### src/rtl/vector_load_gather_if.sv
// Data-memory read port used by the vector load gather sequencer.
// The master issues one request at a time and holds it until acknowledged.
interface vector_load_gather_if #(
  parameter int DW  = 32,
  parameter int MAW = 32
);
  logic           mem_req;
  logic [MAW-1:0] mem_addr;
  logic           mem_ack;
  logic [DW-1:0]  mem_rdata;

  modport master (output mem_req, mem_addr, input  mem_ack, mem_rdata);
  modport slave  (input  mem_req, mem_addr, output mem_ack, mem_rdata);
endinterface

### src/rtl/vector_load_gather.sv
// Vector load sequencer: gathers up to 8 strided 32-bit elements from data
// memory, one request at a time, then issues a single-cycle vector register write.
module vector_load_gather #(
  parameter int DW    = 32,
  parameter int MAW   = 32,
  parameter int LANES = 8,
  parameter int RAW   = 5
) (
  input  logic                   clk,
  input  logic                   rst,
  input  logic                   start,
  input  logic [MAW-1:0]         base_addr,
  input  logic [MAW-1:0]         stride,
  input  logic [RAW-1:0]         vd,
  input  logic [31:0]            vlen,
  vector_load_gather_if.master   mem,
  output logic                   vreg_write,
  output logic [RAW-1:0]         vreg_addr,
  output logic [DW-1:0]          vdata_0,
  output logic [DW-1:0]          vdata_1,
  output logic [DW-1:0]          vdata_2,
  output logic [DW-1:0]          vdata_3,
  output logic [DW-1:0]          vdata_4,
  output logic [DW-1:0]          vdata_5,
  output logic [DW-1:0]          vdata_6,
  output logic [DW-1:0]          vdata_7,
  output logic                   busy,
  output logic                   done
);

  typedef enum logic [1:0] {IDLE, REQ, COMMIT, FIN} state_t;

  state_t         state, state_next;
  logic [MAW-1:0] cur_addr;
  logic [MAW-1:0] stride_q;
  logic [RAW-1:0] vd_q;
  logic [3:0]     n_q;
  logic [3:0]     idx;
  logic [3:0]     n_in;
  logic [DW-1:0]  lane   [LANES];
  logic [DW-1:0]  vdata_q[LANES];
  logic           ack_fire;
  logic           last_ack;

  // Element count clamped to the lane count; only the low 32 bits of vlen exist.
  assign n_in     = (vlen > 32'd8) ? 4'd8 : vlen[3:0];
  assign ack_fire = (state == REQ) && mem.mem_ack;
  assign last_ack = ack_fire && ((idx + 4'd1) == n_q);

  // State register
  always_ff @(posedge clk or posedge rst) begin
    if (rst) state <= IDLE;
    else     state <= state_next;
  end

  // Next-state logic
  always_comb begin
    // NOTE: default assignment first so no path through this block infers a latch.
    state_next = state;
    unique case (state)
      IDLE:    if (start) state_next = (n_in != 4'd0) ? REQ : FIN;
      REQ:     if (last_ack) state_next = COMMIT;
      COMMIT:  state_next = IDLE;
      FIN:     state_next = IDLE;
      default: state_next = IDLE;
    endcase
  end

  // Outputs decoded from state so an asynchronous reset drops them at once.
  always_comb begin
    mem.mem_req = (state == REQ);
    vreg_write  = (state == COMMIT);
    done        = (state == COMMIT) || (state == FIN);
    busy        = (state != IDLE);
  end

  assign mem.mem_addr = cur_addr;

  // Datapath: operand latches, lane buffers and the registered write payload.
  always_ff @(posedge clk or posedge rst) begin
    if (rst) begin
      cur_addr  <= '0;
      stride_q  <= '0;
      vd_q      <= '0;
      n_q       <= '0;
      idx       <= '0;
      vreg_addr <= '0;
      // NOTE: lane and payload arrays are reset too, because a reset must leave
      // every visible lane at zero rather than stale data from an aborted load.
      for (int k = 0; k < LANES; k++) begin
        lane[k]    <= '0;
        vdata_q[k] <= '0;
      end
    end else begin
      // NOTE: non-blocking assignments throughout, so every read below sees the
      // pre-edge value (idx, lane[]) regardless of statement order.
      if (state == IDLE && start) begin
        cur_addr <= base_addr;
        stride_q <= stride;
        vd_q     <= vd;
        n_q      <= n_in;
        idx      <= '0;
        for (int k = 0; k < LANES; k++) lane[k] <= '0;
      end
      if (ack_fire) begin
        lane[idx[2:0]] <= mem.mem_rdata;
        idx            <= idx + 4'd1;
        cur_addr       <= cur_addr + stride_q;
        // Payload is captured on the final ack so it is valid during COMMIT
        // and then holds until the next completed load.
        if (last_ack) begin
          vreg_addr <= vd_q;
          for (int k = 0; k < LANES; k++)
            vdata_q[k] <= (idx == 4'(k)) ? mem.mem_rdata : lane[k];
        end
      end
    end
  end

  assign vdata_0 = vdata_q[0];
  assign vdata_1 = vdata_q[1];
  assign vdata_2 = vdata_q[2];
  assign vdata_3 = vdata_q[3];
  assign vdata_4 = vdata_q[4];
  assign vdata_5 = vdata_q[5];
  assign vdata_6 = vdata_q[6];
  assign vdata_7 = vdata_q[7];

endmodule
### src/flat_wrapper.sv
// flat-port wrapper written by rule: the top's interface ports become plain ports
module vector_load_gather_flat 
#(
  parameter int DW    = 32,
  parameter int MAW   = 32,
  parameter int LANES = 8,
  parameter int RAW   = 5
)
  (clk, rst, start, base_addr, stride, vd, vlen, vreg_write, vreg_addr, vdata_0, vdata_1, vdata_2, vdata_3, vdata_4, vdata_5, vdata_6, vdata_7, busy, done, mem_mem_req, mem_mem_addr, mem_mem_ack, mem_mem_rdata);
  vector_load_gather_if #(.DW(DW), .MAW(MAW)) mem_i ();
  input  logic clk;
  input  logic rst;
  input  logic start;
  input  logic [MAW-1:0] base_addr;
  input  logic [MAW-1:0] stride;
  input  logic [RAW-1:0] vd;
  input  logic [31:0] vlen;
  output logic vreg_write;
  output logic [RAW-1:0] vreg_addr;
  output logic [DW-1:0] vdata_0;
  output logic [DW-1:0] vdata_1;
  output logic [DW-1:0] vdata_2;
  output logic [DW-1:0] vdata_3;
  output logic [DW-1:0] vdata_4;
  output logic [DW-1:0] vdata_5;
  output logic [DW-1:0] vdata_6;
  output logic [DW-1:0] vdata_7;
  output logic busy;
  output logic done;
  output wire logic [$bits(mem_i.mem_req)-1:0] mem_mem_req;
  output wire logic [$bits(mem_i.mem_addr)-1:0] mem_mem_addr;
  input wire logic [$bits(mem_i.mem_ack)-1:0] mem_mem_ack;
  input wire logic [$bits(mem_i.mem_rdata)-1:0] mem_mem_rdata;
  assign mem_mem_req = mem_i.mem_req;
  assign mem_mem_addr = mem_i.mem_addr;
  assign mem_i.mem_ack = mem_mem_ack;
  assign mem_i.mem_rdata = mem_mem_rdata;
  vector_load_gather #(.DW(DW), .MAW(MAW), .LANES(LANES), .RAW(RAW)) u_core (.clk(clk), .rst(rst), .start(start), .base_addr(base_addr), .stride(stride), .vd(vd), .vlen(vlen), .mem(mem_i), .vreg_write(vreg_write), .vreg_addr(vreg_addr), .vdata_0(vdata_0), .vdata_1(vdata_1), .vdata_2(vdata_2), .vdata_3(vdata_3), .vdata_4(vdata_4), .vdata_5(vdata_5), .vdata_6(vdata_6), .vdata_7(vdata_7), .busy(busy), .done(done));
endmodule
### config.mk
export PLATFORM = sky130hd
export DESIGN_NAME = vector_load_gather_flat
export DESIGN_NICKNAME = d
export VERILOG_FILES = /design/src/rtl/vector_load_gather_if.sv /design/src/rtl/vector_load_gather.sv /design/src/flat_wrapper.sv
export SDC_FILE = /design/constraint.sdc
export NUM_CORES = 2
export LEC_CHECK = 0
export CAP_MARGIN = 20
export CORE_ASPECT_RATIO = 0.5
export CORE_UTILIZATION = 51
export DETAILED_ROUTE_END_ITERATION = 8
export HOLD_SLACK_MARGIN = 0.02
export PLACE_DENSITY_LB_ADDON = 0.2
export REMOVE_ABC_BUFFERS = 1
export SLEW_MARGIN = 20
export SYNTH_ARGS = -nofsm -noshare
export SYNTH_HDL_FRONTEND = slang
export SYNTH_SLANG_ARGS = --single-unit
### constraint.sdc
create_clock -name clk -period 62.2 [get_ports clk]
set_input_delay 9.33 -clock clk [delete_from_list [all_inputs] [get_ports clk]]
set_output_delay 9.33 -clock clk [all_outputs]
set_load 0.005 [all_outputs]
==> flow_metrics.tcl <==
set metrics [dict create \
    status "completed" \
    p_comb_share_pct 42.9 \
    ir_drop_mv 0.03563 \
    placed_area_sq_um 31620 \
    die_area_sq_um 54010 \
    portBuffers 433 \
    final_util_pct 64.12 \
    netlist_instances 2902 \
    synthDominantCellAreaShare_pct 55.14 \
    cp_max_fo 100 \
    wl_mm 73.88 \
    synth-main-ff-cell "dfrtp_1" \
    yosysWarnings 0 \
    std_cell_rows 59 \
    drc 0 \
    fin_cells 3936 \
    syn-mean-instance-area_sq_um 9.320 \
    setup_tns_ps 0 \
    tightest_slew_ps 1107 \
    vias 21455 \
    grt_pass1_wl_mm 114.8 \
    slowest_delay_ps 860 \
    layout.filler_cells 4375 \
    power_density_nw_per_um2 52.30 \
    rsz0062_at_grt "false" \
    grt_max_degree 175 \
    start_util_pct 51.82 \
    cts_max_path_buffers 3 \
    gp_congestion 0.8459 \
    p_leak_nw 15.62 \
    dr.pass1.iters 5 \
    slew_headroom_pct 26.19 \
    post_cts_buffers 0 \
    layout_setup_ws_ps 49040 \
    seq_area_sq_um 14910 \
    dp.cells 3836 \
    place_ws_ps 47950 \
    cts_tree "yes" \
    switchingPower_mw 0.6397 \
    drtIter0Drc 1836 \
    hold_slack_ps 471.6 \
    timing.final.crit_period_ps 13160 \
    grtUsageTotal_pct 26.97 \
    grt_pass1_vias 20674 \
    layout.nets 3365 \
    clockPowerShare_pct 19.6 \
    gr-total-overflow 0 \
    critPathMostFrequentCell "buf_4" \
    yosys.area.top_type "dfrtp_1" \
    coreArea_sq_um 52190 \
    die_x_um 327.7 \
    slowest_stage "buf_4" \
    syn_to_final_growth_pct 23.73 \
    die-height_um 164.8 \
    clock.fmax_ghz 0.07600 \
    timing.final.crit_share_pct 21.15 \
    crit_path_start_kind "primary input" \
    multi_input_area_sq_um 11160 \
    cp.required_ps 62720 \
    clock_sinks 596 \
    numCtsBuffers 54 \
    hold_violations 0 \
    drive_gt1_share_pct 5.255 \
    place_hpwl_mm 45.16 \
    path_cells "clkdlybuf4s50_1, and2_2, nand3_1, nor3_4, buf_4, buf_4, buf_4, nor2_1, a21oi_1" \
    synth.area.top_cells "dfrtp_1 (55%), nand2_1 (9.9%), mux2i_1 (9.6%)" \
    p_sw_share_pct 36.54 \
    syn_area_sq_um 27050 \
    setup_viol 0 \
    synth.distinct_cells 59 \
    clockRootBuffer "clkbuf_16" \
    seqPwrFrac_pct 37.4 \
    cts-hold-fix-buffers 0 \
    maxCapViolCount 0 \
    insertion_delay_ps 610 \
    fin_total_pwr_mw 1.750 \
    yosysSeqAreaShare_pct 55.14 \
    antenna_cells 0 \
    intPower_mw 1.111 \
    async_flop_share_pct 100.0 \
    synth_edf_count 0 \
    path_class "primary input to flip-flop" \
    hp-class "flip-flop to flip-flop" \
    clock-skew-final_ps 20.58 \
    maxSlewViolCount 0 \
    routedWlPerCell_um 18.77 \
    cts.reportedPaths.clkPinSlew_ps 70 \
    ctsResizeCount 0 \
    design_area_sq_um 33470 \
    io_pins 434 \
    ys_seq_elements 596 \
    ant_nets 0 \
    crit_path_end_kind "flip-flop" \
    crit_arrival_ps 13670 \
    viasPerCell 5.451 \
    htreeDepth 2 \
    antenna_found_initial 0 \
]
-- worst paths after layout --
kind	from	endpoint	slack [ps]	cells after the start
min in group asynchronous	rst	u_core.stride_q[3]$_DFFE_PP0P_	9290	2
setup / recovery	mem_mem_ack	u_core.vdata_5[11]$_DFFE_PP0P_	49040	9
setup reg to reg	u_core.idx[0]$_DFFE_PP0P_	u_core.vdata_5[11]$_DFFE_PP0P_	57120	10
max in group asynchronous	rst	u_core.lane[224]$_DFF_PP0_	49750	5
hold reg to reg	u_core.vd_q[1]$_DFFE_PP0P_	u_core.vd_q[1]$_DFFE_PP0P_	470	2
hold / removal	u_core.vd_q[1]$_DFFE_PP0P_	u_core.vd_q[1]$_DFFE_PP0P_	470	2
-- registers in the layout, summed over array words and instances (netlist names) --
name / flops
u_core.vdata_1: 32
u_core.vdata_3: 32
u_core.n_q: 4
u_core.idx: 4
u_core.vreg_addr: 5
u_core.vdata_2: 32
u_core.lane: 256
u_core.vdata_7: 32
u_core.vdata_5: 32
u_core.mem.mem_addr: 32
u_core.state: 2
u_core.vdata_0: 32
u_core.stride_q: 32
u_core.vdata_6: 32
u_core.vdata_4: 32
u_core.vd_q: 5
-- layout make-up --
class                      count  area share [%]
sequential                   596           44.57
multi-input combinational   2057           33.35
timing repair buffer         467           13.78
clock buffer                  76           4.946
tap                          701           2.621
clock inverter                23          0.5309
inverter                      16          0.2019
-- critical path, delay by kind of cell --
family / cells / cell delay, ps
buf+inv: 4 / 2930
simple gates: 4 / 1070
compound gates: 1 / 160
-- routing by layer --
| layer | global-route usage, % | up-vias | part of all wire (%) |
|---|---|---|---|
| met3 | 3.975 | 114 | 4.9 |
| met4 | 7.647 | 0 | 2.5 |
| met2 | 46.08 | 552 | 50 |
| met5 | 0 | - | 0 |
| li1 | - | 10277 | - |
| met1 | 36.01 | 10512 | 43 |
-- kinds of logic after synthesis --
group / synth area share, %
flip-flops: 55.14
multiplexers: 9.793
adder cells (fa/ha/maj): 1.693
buffers and inverters: 3.890
AO/OA/AOI/OAI: 11.61
XOR/XNOR: 1.166
AND/OR/NAND/NOR: 16.70
-- cell usage after synthesis, types with 9 or more instances --
library cell	n
nand2_1	714
inv_1	16
a21oi_1	279
o21ai_1	15
a21o_1	19
nor4_1	9
xnor2_1	29
nor2_1	305
clkbuf_1	145
buf_2	75
a31oi_1	28
o21ai_0	204
nand3_1	73
ha_1	35
dfrtp_1	596
mux2i_1	259
-- power by group through the flow --
stage               clock network, mW  registers, mW  logic [mW]
floorplan                           0          0.638       0.460
global placement                    0          0.659       0.729
detailed placement                  0          0.663       0.750
CTS                             0.349          0.657       0.755
global route                    0.366          0.671       0.831
finish                          0.344          0.655       0.751
-- cells in the final DEF, fill, tap and decap left out, drive strengths merged, types with 6 or more instances in the layout --
| cell | netlist | layout |
|---|---|---|
| a21o | 19 | 19 |
| a31oi | 30 | 30 |
| buf | 86 | 34 |
| ha | 35 | 35 |
| nor2 | 305 | 305 |
| o21ai | 222 | 222 |
| xnor2 | 29 | 29 |
| xor2 | 7 | 7 |
| nor3 | 10 | 10 |
| clkdlybuf4s50 | 0 | 433 |
| nand2 | 714 | 714 |
| mux2i | 259 | 259 |
| nor4 | 10 | 10 |
| nand4 | 7 | 7 |
| clkbuf | 147 | 76 |
| nand3 | 73 | 73 |
| inv | 16 | 17 |
| clkinv | 0 | 18 |
| a21oi | 281 | 281 |
| and2 | 6 | 6 |
| dfrtp | 596 | 596 |
Power figures use the tool's default switching activity.
